--- config.mk ---
export PLATFORM = sky130hd
export DESIGN_NAME = morse_arbiter
export DESIGN_NICKNAME = d
export VERILOG_FILES = /design/src/rtl/morse_pkg.sv /design/src/rtl/rr_picker.sv /design/src/rtl/morse_arbiter.sv
export SDC_FILE = /design/constraint.sdc
export NUM_CORES = 1
export LEC_CHECK = 0
export ABC_AREA = 1
export BUFFER_PORTS_ARGS = -buffer_cell sky130_fd_sc_hd__buf_4
export CORE_ASPECT_RATIO = 0.6
export CORE_UTILIZATION = 40
export CTS_BUF_LIST = sky130_fd_sc_hd__clkbuf_16
export DETAILED_ROUTE_END_ITERATION = 12
export PLACE_DENSITY = 0.67
export SYNTH_ARGS = -nofsm -noshare
export SYNTH_HDL_FRONTEND = slang
export SYNTH_SLANG_ARGS = --single-unit
--- constraint.sdc ---
create_clock -name clk_morse -period 3.5 [get_ports clk_morse]
set_input_delay 0.35 -clock clk_morse [delete_from_list [all_inputs] [get_ports clk_morse]]
set_output_delay 0.35 -clock clk_morse [all_outputs]
set_load 0.01 [all_outputs]
--- src/rtl/morse_pkg.sv ---
// Shared Morse-domain constants: control characters and the arbiter state encoding.
// The serializer and FIFO wrappers import the same definitions.
package morse_pkg;

    localparam logic [7:0] ASCII_LF  = 8'h0A;
    localparam logic [7:0] ASCII_NUL = 8'h00;

    typedef enum logic [1:0] {
        ARB_IDLE = 2'd0,
        ARB_OWN  = 2'd1,
        ARB_GAP  = 2'd2
    } arb_state_e;

endpackage

--- src/rtl/rr_picker.sv ---
// Combinational round-robin search: first asserted request after `last`, wrapping modulo NUM_REQ.
module rr_picker #(
    parameter int NUM_REQ = 4,
    parameter int IW      = $clog2(NUM_REQ)
) (
    input  logic [NUM_REQ-1:0] req,
    input  logic [IW-1:0]      last,
    output logic               found,
    output logic [IW-1:0]      idx
);

    logic [IW-1:0] cand;

    // Walk from the farthest candidate back to last+1 so the nearest one is written last and wins.
    always_comb begin
        found = 1'b0;
        idx   = '0;
        cand  = '0;
        for (int k = NUM_REQ; k >= 1; k--) begin
            cand = IW'((int'(last) + k) % NUM_REQ);
            if (req[cand]) begin
                found = 1'b1;
                idx   = cand;
            end
        end
    end

endmodule

--- src/rtl/morse_arbiter.sv ---
// Whole-message round-robin arbiter in front of the single Morse serializer.
// Ownership ends on LF or owner-idle timeout; a silent gap separates owners.
module morse_arbiter
    import morse_pkg::*;
#(
    parameter int NUM_REQ      = 4,
    parameter int IDLE_TIMEOUT = 63,
    parameter int GAP_CYCLES   = 7
) (
    input  logic                 clk_morse,
    input  logic                 arst_n,
    input  logic [NUM_REQ-1:0]   req_valid,
    input  logic [8*NUM_REQ-1:0] req_char,
    output logic [NUM_REQ-1:0]   req_ready,
    output logic                 out_valid,
    output logic [7:0]           out_char,
    input  logic                 out_ready,
    output logic [NUM_REQ-1:0]   grant,
    output logic                 busy
);

    localparam int IW = $clog2(NUM_REQ);
    localparam int TW = $clog2(IDLE_TIMEOUT + 1);
    localparam int GW = (GAP_CYCLES > 1) ? $clog2(GAP_CYCLES) : 1;
    localparam logic [TW-1:0] TMO_LAST = TW'(IDLE_TIMEOUT - 1);
    localparam logic [GW-1:0] GAP_LAST = GW'((GAP_CYCLES > 0) ? GAP_CYCLES - 1 : 0);
    localparam arb_state_e    REL_STATE = (GAP_CYCLES == 0) ? ARB_IDLE : ARB_GAP;

    arb_state_e    state, state_d;
    logic [IW-1:0] owner, owner_d, last, last_d;
    logic [TW-1:0] tcnt, tcnt_d;
    logic [GW-1:0] gcnt, gcnt_d;

    logic          pick_found;
    logic [IW-1:0] pick_idx;
    logic          own_valid;
    logic [7:0]    own_char;
    logic          release_now;

    rr_picker #(.NUM_REQ(NUM_REQ), .IW(IW)) u_picker (
        .req   (req_valid),
        .last  (last),
        .found (pick_found),
        .idx   (pick_idx)
    );

    assign own_valid = req_valid[owner];
    assign own_char  = req_char[8*int'(owner) +: 8];
    assign busy      = (state != ARB_IDLE);

    always_ff @(posedge clk_morse or negedge arst_n) begin
        if (!arst_n) begin
            state <= ARB_IDLE;
            owner <= '0;
            last  <= IW'(NUM_REQ - 1);
            tcnt  <= '0;
            gcnt  <= '0;
        end else begin
            state <= state_d;
            owner <= owner_d;
            last  <= last_d;
            tcnt  <= tcnt_d;
            gcnt  <= gcnt_d;
        end
    end

    always_comb begin
        state_d     = state;
        owner_d     = owner;
        last_d      = last;
        tcnt_d      = tcnt;
        gcnt_d      = gcnt;
        out_valid   = 1'b0;
        out_char    = ASCII_NUL;
        req_ready   = '0;
        grant       = '0;
        release_now = 1'b0;

        unique case (state)
            ARB_IDLE: begin
                if (pick_found) begin
                    state_d = ARB_OWN;
                    owner_d = pick_idx;
                    last_d  = pick_idx;
                    tcnt_d  = '0;
                end
            end
            ARB_OWN: begin
                grant[owner] = 1'b1;
                if (own_valid) begin
                    if (own_char == ASCII_LF) begin
                        req_ready[owner] = 1'b1;
                        release_now      = 1'b1;
                    end else if (own_char == ASCII_NUL) begin
                        req_ready[owner] = 1'b1;
                        tcnt_d           = '0;
                    end else begin
                        // A stall (out_ready low) leaves tcnt untouched.
                        out_valid        = 1'b1;
                        out_char         = own_char;
                        req_ready[owner] = out_ready;
                        if (out_ready) tcnt_d = '0;
                    end
                end else if (tcnt == TMO_LAST) begin
                    release_now = 1'b1;
                end else begin
                    tcnt_d = tcnt + TW'(1);
                end
                if (release_now) begin
                    state_d = REL_STATE;
                    tcnt_d  = '0;
                    gcnt_d  = '0;
                end
            end
            ARB_GAP: begin
                if (gcnt == GAP_LAST) begin
                    state_d = ARB_IDLE;
                    gcnt_d  = '0;
                end else begin
                    gcnt_d = gcnt + GW'(1);
                end
            end
            default: state_d = ARB_IDLE;
        endcase
    end

endmodule
---- Yosys cells after proc, flatten, opt, wreduce, memory -nomap -nowiden ----
Cells that the tools add are included.
storage, ports and cells
  input bits .............................. 39
  flip-flop bits (word level) ............. 15
  word-level logic and storage cells ...... 92
operators by class
  magnitude comparators ................... 6
  $add $sub $neg .......................... 6
  reduce and logical (&&, ||, !) cells .... 10
  shift-type cells ........................ 1
  bitwise logic cells ..................... 1
  mux-type cells .......................... 52
  eq/ne operators ......................... 11
operators with widths
  kind                 number
  $mux 6               7
  $mux 8               4
  $shiftx 32x6->8      1
  $mux 4               5
  $mux 1               18
  $lt 2x3->1 const B   5
  $mux 2               7
  $pmux 6 s2           1
  $bmux 1 s2           5
  $eq 8x4->1 const B   1
  $logic_not 8->1      1
  $ne 4x4->1 const B   2
  $add 6x1->6 const B  1
  $eq 6x6->1 const B   1
  $mux 3               2
  $ne 2x2->1 const B   3
  $pmux 2 s3           1
  $pmux 3 s2           1
  $reduce_bool 2->1    3
  $ne 5x5->1 const B   1
  $reduce_and 5->1     1
  $add 2x1->2 const B  2
  $add 2x2->2 const B  2
  $and 4x4->4          1
  10 further kinds     11

---- Longest topological paths before layout ----
Gate-level depths: netlist (run 1).
  depth in word-level cells ............... 9
  mapped depth ............................ 15

---- By module ----
From an unflattened synthesis (run 1), not the netlist that was laid out.
second synthesis, totals
  cell total of the unflattened synthesis .. 263
  area, all modules ....................... 1,621.6 um^2
modules (own cells, without submodules)
  module         area an instance (um^2)  times used  cells each
  morse_arbiter  1,375.1                  1           212
  rr_picker      246.5                    1           51

---- Least setup slack after synthesis (run 1) ----
OpenSTA, ideal clock, no wires.
  path kind ............................... register to output
  start ................................... reg owner[1]
  end ..................................... out req_ready[2]
  stages on the path, launching flop included .. 12
  arrival time ............................ 1.433 ns
  slack ................................... 1.717 ns
  buffers on the path ..................... 2
  path through ............................ dfrtp_1 > buf_6 > buf_8 > nand3_2 > nand2_2 > nor2_2 > nand2_1 > nor2_1 > nand2_1 > nand3_1 > nand3_1 > inv_1
on the way
  word-level cells in the longest chain between the ends .. 9
RTL lines
  item                                                                     RTL line             text
  start: declaration                                                       morse_arbiter.sv:30  logic [IW-1:0] owner, owner_d, last, last_d;
  start signal: assignment                                                 morse_arbiter.sv:60  owner <= owner_d;
  parallel branches: the longest is 7 deep, another holds $shiftx 32x6->8  n/a
  $mux 4 (*)                                                               morse_arbiter.sv:90  if (own_valid) begin
  $mux 4 (*)                                                               morse_arbiter.sv:79  unique case (state)
  end: declaration                                                         morse_arbiter.sv:14  output logic [NUM_REQ-1:0] req_ready,
Mark *: on every way between the ends. The select of a mux whose other input is x is not followed.

---- Worst setup path in the final report (run 1) ----
  start ................................... reg owner[1]
  end ..................................... out req_ready[1]
Same word-level chain as after synthesis.

==> run metrics, run 1 <==
family with the most delay on the worst path simple AND/OR/NAND/NOR gates; combinational power share 67.7%; synth unique cells 27; worst path bufs/invs 3; CTS tree built; Syn Std Cell Area 0.00153 sq mm; vias in the first global route 1378; per-cell routed wire length 11.2 um; final worst slack 1.10 ns; Max stage delay on crit path 0.34 ns; Slowest cell on crit path dfrtp_1; Worst setup SP type flip-flop; hold buffers post-CTS 1; maximum VDD drop 0.000541 V; crit path time final 2.40 ns; synthesized instance count 244; Layout Utilization 59.1%; final setup fails 0; share of cells above drive strength 1 29.0%; Seq/Total Area, Yosys 24.7%; GRT Total Usage 19.6%; die area 0.00409 sq mm; Starting Density 44.4%; dpl ws 1.40 ns; Worst Skew 0.00144 ns; critical path class flip-flop to output port; die height 49.9 um; CTS sink cnt 15; post-CTS setup repair buffer count 0; Static Leak 1.16 nW; Inserted Clock Buffers 3; #FFs+latches synth 15; commonest non-fill, non-tap cell in the layout nand2_1; commonest non-fill, non-tap cells in the layout nand2_1, buf_4, inv_1, nand3_1, nor2_1; status completed; Critical Path RT 3.15 ns; clk_lat worst skew 0.24 ns; Std-Cell Core Area 0.00344 sq mm; Post-DP Area 0.00195 sq mm; CTS max path bufs 2; Pwr Total 1.59 mW; slew margin rel. 70.8%; final instance area 0.00204 sq mm; Pins Over Slew Limit 0; Chip Width 81.9 um; CP endpoint kind output port; grt met1 use 29.9%; HPWL Detailed 3170 um; Detailed Route Iter0 Violations 91; initial antenna violation count 0; row cnt 16; htree depth 1; Vias per Instance 4.76; drt pass-1 iters 4; first-pass GRT wire length 6120 um; largest net degree at the start of global routing 20; M3 GR Usage 4.81%; PostCTS Resize Cnt 0; final hold violation count 0; Syn. warnings 0; GPL Wtd Cong 0.806; Crit Path Max Fanout 19; switch share 50.9%; Top Usage Layer GRT met1; critical path cell sequence buf_4 > nor2_4 > nand2_1 > nand2_1 > nor2_1 > nand2_1 > nor2_4 > nand2_2 > nand3_1 > nand3_1 > inv_1 > buf_4; CTS root buf clkbuf_16; ANT nets after route 0; Pint 0.780 mW; Max Clk Rate 0.416 GHz; Syn Area/Cell 6.27 sq um; power density cells 779 mW/mm^2; setup TNS 0 ns; Slew @ Worst Pin 0.437 ns; GR Overflow Total 0; RSZ-0062 raised after global routing false; # Max-Cap Violations 0; via total after detailed routing 1643; Final period util 68.6%; IO Port Bufs 56; total net switching power 0.807 mW; Final nets 342; most used cell, CP nand2_1; DRC errors left 0; crit path DAT 2.05 ns; clk slew on worst S/H paths 0.05 ns; total wire length 3860 um; sequential power share 18.6%; clock power share 13.7%; type of the worst min-delay path input pin to asynchronous set/reset pin; post-synth net total 285; IO Pins 57; GRT met2 Usage 27.3%; Syn-to-layout area delta 33.0%; # diodes 0
[power groups by stage]
stage                     Combinational (mW)  Sequential, mW  Clock (mW)
after floorplan                        0.840           0.276           0
after global placement                  1.07           0.295           0
after detailed placement                1.07           0.296           0
after CTS                               1.08           0.293       0.224
after global routing                    1.19           0.304       0.231
final                                   1.07           0.295       0.217
[cell usage after synthesis]
cell type,count,area (sq um)
a21oi_1,3,15.0
buf_6,5,56.3
buf_8,1,15.0
clkbuf_1,1,3.75
dfrtp_1,13,325
dfstp_2,2,52.6
ha_1,2,25.0
inv_1,36,135
nand2_1,76,285
nand2_2,4,25.0
nand2_4,1,11.3
nand3_1,31,155
nand3_2,10,100
nand3b_1,2,15.0
nand4_1,4,25.0
nor2_1,24,90.1
nor2_2,6,37.5
nor2_4,2,22.5
nor3_1,2,10.0
nor3_4,1,16.3
o211ai_1,2,15.0
o21ai_0,10,50.1
o21ai_1,1,5.00
o22ai_1,1,6.26
or2_1,1,6.26
xnor2_1,1,8.76
xor2_1,2,17.5
[logic make-up (layout without fill, tap and decap cells)]
| group | after synthesis | count (layout) | share of synthesized area (%) |
|---|---|---|---|
| and+or+nand+nor | 164 | 164 | 52.2 |
| DFF | 15 | 15 | 24.7 |
| xor gates and xnor gates | 3 | 3 | 1.72 |
| buffers and inverters | 43 | 99 | 13.7 |
| AOI/OAI and AO/OA | 17 | 17 | 5.97 |
| adders and majority gates | 2 | 2 | 1.64 |
[cell type report]
| class | count | area, sq um |
|---|---|---|
| flip-flops and latches | 15 | 378 |
| clock buffers | 3 | 75.1 |
| clock inverters | 1 | 3.75 |
| inverters | 36 | 135 |
| multi-input cells | 186 | 942 |
| repair buffers | 59 | 445 |
| fillers | 343 | 1410 |
| well taps | 45 | 56.3 |
[metal layers]
| metal | wire length (um) | vias to the layer above | part of all wire [%] |
|---|---|---|---|
| li1 | - | 883 | - |
| met4 | 36 | 0 | 0.93 |
| met1 | 2110 | 708 | 55 |
| met2 | 1470 | 46 | 38 |
| met5 | 0 | - | 0 |
| met3 | 247 | 6 | 6.4 |
[final timing paths]
check / from / endpoint / slack, ns / cells after the start
min reg2reg: tcnt[3] / tcnt[3] / 0.50 / 2
min: arst_n / gcnt[2] / 0.50 / 2
max in group asynchronous: arst_n / last[1] / 2.76 / 2
max reg2reg: owner[1] / tcnt[5] / 1.62 / 14
min in group clk_morse: tcnt[3] / tcnt[3] / 0.50 / 2
max: owner[1] / req_ready[1] / 1.10 / 12
[flip-flops by register name (all words and copies together), names as in the netlist]
name,cells
owner,2
gcnt,3
tcnt,6
last,2
state,2
[worst register-to-register path, stage by stage, from the launching register on]
cell and delay [ns]:
dfrtp_1 0.34, buf_4 0.26, nor2_4 0.12, nand2_1 0.07
nand2_1 0.04, nor2_1 0.12, nand2_1 0.12, nor2_4 0.17
nand2_2 0.10, nand2_4 0.09, nand2_1 0.05, nand2_1 0.07
nand2_2 0.09, nand2_1 0.07, nand2_1 0.05
[through the flow]
step / std cells / hold slack [ns]
CTS: 345 / 0.501
detailed placement: 340 / 0.217
global route: 345 / 0.520
global placement: 340 / 0.219
finish: 345 / 0.498
floorplan: 244 / 0.0544
Power figures use the tool's default switching activity.
==> run 2, diff against run 1 <==
Settings changed: PLACE_DENSITY 0.67 to 0.7.
Clock period 3.5 ns to 1.9 ns, I/O delays scaled along.
==> run metrics, run 2 (synthesis gave the netlist of run 1 again) <==
Layout Utilization 62.5% (+3.4 points); GRT Total Usage 22.5% (+2.9 points); sequential power share 18.0% (-0.6 points); Slowest cell on crit path dfrtp_2; Max Clk Rate 0.479 GHz; Pint 1.59 mW (+100%); Worst setup SP type flip-flop; Final period util 110%; Syn-to-layout area delta 40.6%; DRC errors left 0 (unchanged); power density cells 1460 mW/mm^2 (+88%); drt pass-1 iters 4 (unchanged); clk_lat worst skew 0.25 ns (about the same); GPL Wtd Cong 0.820 (+1.8%); CP endpoint kind output port; via total after detailed routing 1684 (+2.5%); row cnt 16 (unchanged); Static Leak 1.21 nW (+4.0%); Detailed Route Iter0 Violations 93 (+2.2%); Std-Cell Core Area 0.00344 sq mm (unchanged); Inserted Clock Buffers 3 (unchanged); initial antenna violation count 0 (unchanged); Slew @ Worst Pin 0.267 ns (-0.169 ns); htree depth 1 (unchanged); per-cell routed wire length 11.5 um (+3.1%); CTS max path bufs 2 (unchanged); Crit Path Max Fanout 12 (-7); commonest non-fill, non-tap cells in the layout nand2_1, buf_4, inv_1, nand3_1, nor2_1; Critical Path RT 1.71 ns (-1.44 ns); die height 49.9 um (unchanged); crit path time final 2.09 ns; Top Registers tcnt x6, gcnt x3; final setup fails 14 (+14); die area 0.00409 sq mm (unchanged); Worst Skew 0.00372 ns (+0.00228 ns); IO Port Bufs 56 (unchanged); CTS root buf clkbuf_16; ANT nets after route 0 (unchanged); GR Overflow Total 0 (unchanged); Top reg by flops tcnt; total net switching power 1.56 mW (+93%); # diodes 0 (unchanged); Starting Density 44.4% (unchanged); Max stage delay on crit path 0.45 ns (+0.11 ns); maximum VDD drop 0.00106 V (+95%); clk slew on worst S/H paths 0.05 ns (about the same); largest net degree at the start of global routing 20 (unchanged); Pwr Total 3.15 mW (+99%); crit path DAT 1.90 ns (-0.15 ns); Chip Width 81.9 um (unchanged); type of the worst min-delay path input pin to asynchronous set/reset pin; CTS tree built; RSZ-0062 raised after global routing true; clock power share 13.1% (-0.6 points); CTS sink cnt 15 (unchanged); status finished with violations; failing checks negative setup slack; slew margin rel. 82.1% (+11 points); HPWL Detailed 3310 um (+4.2%); # Max-Cap Violations 0 (unchanged); total wire length 4050 um (+4.8%); final instance area 0.00215 sq mm (+5.7%); final worst slack -0.189 ns (-1.29 ns); first-pass GRT wire length 7080 um (+16%); final hold violation count 0 (unchanged); switch share 49.4% (-1.4 points); max reg flops 6 (unchanged); IO Pins 57 (unchanged); commonest non-fill, non-tap cell in the layout nand2_1; vias in the first global route 1589 (+15%); Pins Over Slew Limit 0 (unchanged); critical path class flip-flop to output port; internal reg-to-reg setup slack -0.02 ns (-1.64 ns); dpl ws -0.0522 ns (-1.45 ns); critical path cell sequence buf_6 > nand3_1 > nand2_1 > nor2_2 > nand2_2 > nor2_4 > nand2_2 > nand3_4 > nand3_1 > inv_1 > buf_4; Post-DP Area 0.00199 sq mm (+2.1%); Vias per Instance 4.80 (+0.74%); combinational power share 68.9% (+1.2 points); share of cells above drive strength 1 34.3% (+5.3 points); Final nets 348 (+1.8%)
==> run 2: cell types whose count changed in the layout (fill, tap and decap cells not counted), sizes merged <==
cell / delta
buf: +6
clkinv: +1
inv: -1
==> run 2: worst max-delay path, delay by kind of cell, from the launching register on <==
family	cells	cell delay, ns
buffers and inverters	3	0.34
flip-flops	1	0.45
AND/OR/NAND/NOR	8	0.85
==> run 2: through the flow <==
stage / TNS [ns] / hold WS [ns] / cells
finish: -1.22 / 0.341 / 351
global route: -3.55 / 0.373 / 351
CTS: -1.05 / 0.340 / 351
detailed placement: -0.205 / 0.0556 / 342
global placement: -0.101 / 0.0548 / 342
floorplan: 0 / -0.106 / 244
==> run 2: timing repair <==
item / CTS / global route
hold endpoints to repair: 13 / 0
pin swaps: 0 / 1
hold buffers: 1 / 0
endpoints found under the setup margin: 17 / 21
setup buffers: 4 / 0
resized for setup: 6 / 8
==> run 2: path summary, 6_finish.rpt <==
path                              start           end  depth (start not counted)
min in group clk_morse     req_valid[3]      owner[1]                          5
hold / removal                   arst_n       gcnt[2]                          2
hold reg to reg                 tcnt[3]       tcnt[3]                          2
max in group asynchronous        arst_n       last[1]                          2
setup / recovery               owner[1]  req_ready[2]                         11
setup reg to reg               owner[1]       gcnt[1]                         12
==> run 2: layout make-up <==
cell class,instances,area [sq um]
multi-input cells,186,982
flip-flops and latches,15,379
fillers,334,1290
repair buffers,65,519
well taps,45,56.3
clock inverters,1,5.00
clock buffers,3,75.1
inverters,36,135
==> run 2: power by group through the flow <==
stage                     combinational [mW]  clock, mW  sequential [mW]
after global routing                    2.45      0.430            0.583
final                                   2.17      0.413            0.567
after detailed placement                2.05          0            0.569
after global placement                  2.04          0            0.564
after floorplan                         1.55          0            0.508
after CTS                               2.14      0.419            0.567
==> run 2: routing by layer <==
metal	global-route usage [%]	wire, um	vias up
met3	4.63	225	2
met1	33.0	2070	748
met2	34.2	1740	39
li1	-	-	895
met5	0	0	-
met4	3.51	8	0
==> run 3, diff against run 2 <==
==> constraint.sdc (replaced) <==
create_clock -name clk_morse -period 1.9 [get_ports clk_morse]
set_input_delay 0 -clock clk_morse [delete_from_list [all_inputs] [get_ports clk_morse]]
set_output_delay 0 -clock clk_morse [all_outputs]
set_load 0.01 [all_outputs]
==> run metrics, run 3 (synthesis gave the netlist of run 1 again) <==
status finished with violations; failing checks negative setup slack; Slew @ Worst Pin 0.335 ns (+0.0674 ns); GRT Total Usage 21.9% (-0.57 points); largest net degree at the start of global routing 20 (unchanged); # Max-Cap Violations 0 (unchanged); Inserted Clock Buffers 3 (unchanged); Std-Cell Core Area 0.00344 sq mm (unchanged); Syn-to-layout area delta 48.9%; internal reg-to-reg setup slack -0.01 ns (about the same); sequential power share 17.1% (-0.9 points); combinational power share 71.0% (+2.1 points); most used cell, CP buf_4; critical path cell sequence buf_4 > clkinvlp_4 > nand2_1 > o22ai_2 > nor3_4 > buf_4 > buf_4 > nor3_1 > buf_4; die height 49.9 um (unchanged); critical path class flip-flop to output port; Max stage delay on crit path 0.45 ns (about the same); Static Leak 1.24 nW (+3.0%); Critical Path RT 1.90 ns (+0.19 ns); CTS root buf clkbuf_16; Top Registers tcnt x6, gcnt x3; Pint 1.70 mW (+6.5%); Starting Density 44.4% (unchanged); commonest non-fill, non-tap cells in the layout nand2_1, buf_4, inv_1, nand3_1, nor2_1; clock power share 11.9% (-1.2 points); CP endpoint kind output port; reg2reg path depth 14 (+2); CTS tree built; setup TNS -0.191 ns (+1.03 ns); maximum VDD drop 0.000811 V (-23%); first-pass GRT wire length 6730 um (-5.0%); crit path DAT 1.94 ns (+0.04 ns); slew margin rel. 77.6% (-4.5 points); HPWL Detailed 3290 um (-0.62%); Pins Over Slew Limit 0 (unchanged); # diodes 0 (unchanged); Top reg by flops tcnt; Worst Skew 0.00236 ns (-0.00135 ns); power density cells 1500 mW/mm^2 (+2.6%); Crit Path Max Fanout 6 (-6); Detailed Route Iter0 Violations 77 (-17%); DRC errors left 0 (unchanged); R2R Path Start owner[1]; type of the worst min-delay path input pin to asynchronous set/reset pin; ANT nets after route 0 (unchanged); Worst setup startpoint owner[1]; clk slew on worst S/H paths 0.05 ns (about the same); Slowest cell on crit path dfrtp_2; CTS sink cnt 15 (unchanged); clk_lat worst skew 0.25 ns (about the same); Layout fillers 320 (-4.2%); Pwr Total 3.43 mW (+8.7%); final worst slack -0.0413 ns (+0.147 ns); htree depth 1 (unchanged); via total after detailed routing 1704 (+1.2%); initial antenna violation count 0 (unchanged); RSZ-0062 raised after global routing true; Chip Width 81.9 um (unchanged); Max Clk Rate 0.515 GHz (+7.6%); switch share 50.5% (+1.0 points); IO Pins 57 (unchanged); GR Overflow Total 0 (unchanged); Final nets 354 (+1.7%); vias in the first global route 1477 (-7.0%); Worst setup SP type flip-flop; row cnt 16 (unchanged); CP endpoint out_char[7]; Final period util 102% (-7.8 points); drt pass-1 iters 4 (unchanged); final setup fails 8 (-6); max reg flops 6 (unchanged); IO Port Bufs 56 (unchanged); Vias per Instance 4.77 (-0.51%); die area 0.00409 sq mm (unchanged); crit path time final 1.94 ns (-0.147 ns); CTS max path bufs 2 (unchanged); total net switching power 1.73 mW (+11%); per-cell routed wire length 12.5 um (+8.7%); hold_ws 0.145 ns (-0.196 ns); share of cells above drive strength 1 41.7% (+7.4 points); final hold violation count 0 (unchanged); GPL Wtd Cong 0.853 (+4.0%); total wire length 4470 um (+11%); reg2reg end gcnt[1]
## run 3: worst min-delay path by stage
stage / slack [ns] / end / depth (start not counted)
after floorplan: -0.30 / gcnt[0] / 0
after global placement: -0.13 / owner[0] / 1
after detailed placement: -0.13 / owner[0] / 1
after CTS: 0.15 / owner[0] / 2
after global routing: 0.17 / owner[0] / 2
final: 0.14 / owner[0] / 2
## run 3: area by class of cell
| type | count | area [sq um] | share of cell area [%] |
|---|---|---|---|
| Multi-Input combinational cell | 186 | 1060 | 46.6 |
| Timing Repair Buffer | 70 | 556 | 24.4 |
| Sequential cell | 15 | 379 | 16.6 |
| Inverter | 36 | 139 | 6.10 |
| Clock buffer | 3 | 75.1 | 3.29 |
| Tap cell | 45 | 56.3 | 2.47 |
| Timing Repair inverter | 1 | 7.51 | 0.329 |
| Clock inverter | 1 | 3.75 | 0.165 |
## run 3: per-layer routing
metal / vias to the layer above / share of wire, % / GRT usage [%]
met5: - / 0 / 0
met4: 0 / 1.1 / 5.26
met3: 6 / 6.5 / 4.44
met2: 43 / 45 / 31.7
met1: 748 / 47 / 32.8
li1: 907 / - / -
## run 3: through the flow
step           util [%]  setup slack [ns]  std cells  instance area [sq um]
2_1_floorplan         -             0.310        244                   1530
3_3_place_gp       57.1           -0.0765        341                   1970
3_5_place_dp       57.1            -0.147        341                   1970
4_1_cts            60.8          -0.00235        350                   2090
5_1_grt            66.2            -0.185        357                   2280
6_report           66.2           -0.0413        357                   2280
## run 3: power groups by stage
stage               registers (mW)  logic [mW]  clock network, mW
floorplan                    0.508        1.55                  0
global placement             0.577        1.96                  0
detailed placement           0.579        1.99                  0
CTS                          0.570        2.07              0.415
global route                 0.600        2.71              0.423
finish                       0.585        2.43              0.408
## run 3: worst max-delay path, delay by kind of cell, from the launching register on
kind,cells,cell delay (ns)
and+or+nand+nor,3,0.45
buffers and inverters,5,0.70
DFF,1,0.45
AOI/OAI and AO/OA,1,0.09
## run 3: repair_timing
action                                 CTS  global route
cloned                                   1             0
hold buffers                             1             0
endpoints found under the hold margin   15             0
pin swaps                                3            10
buffers inserted                         3             7
gates resized for setup                  3            40
setup endpoints to repair               21            21
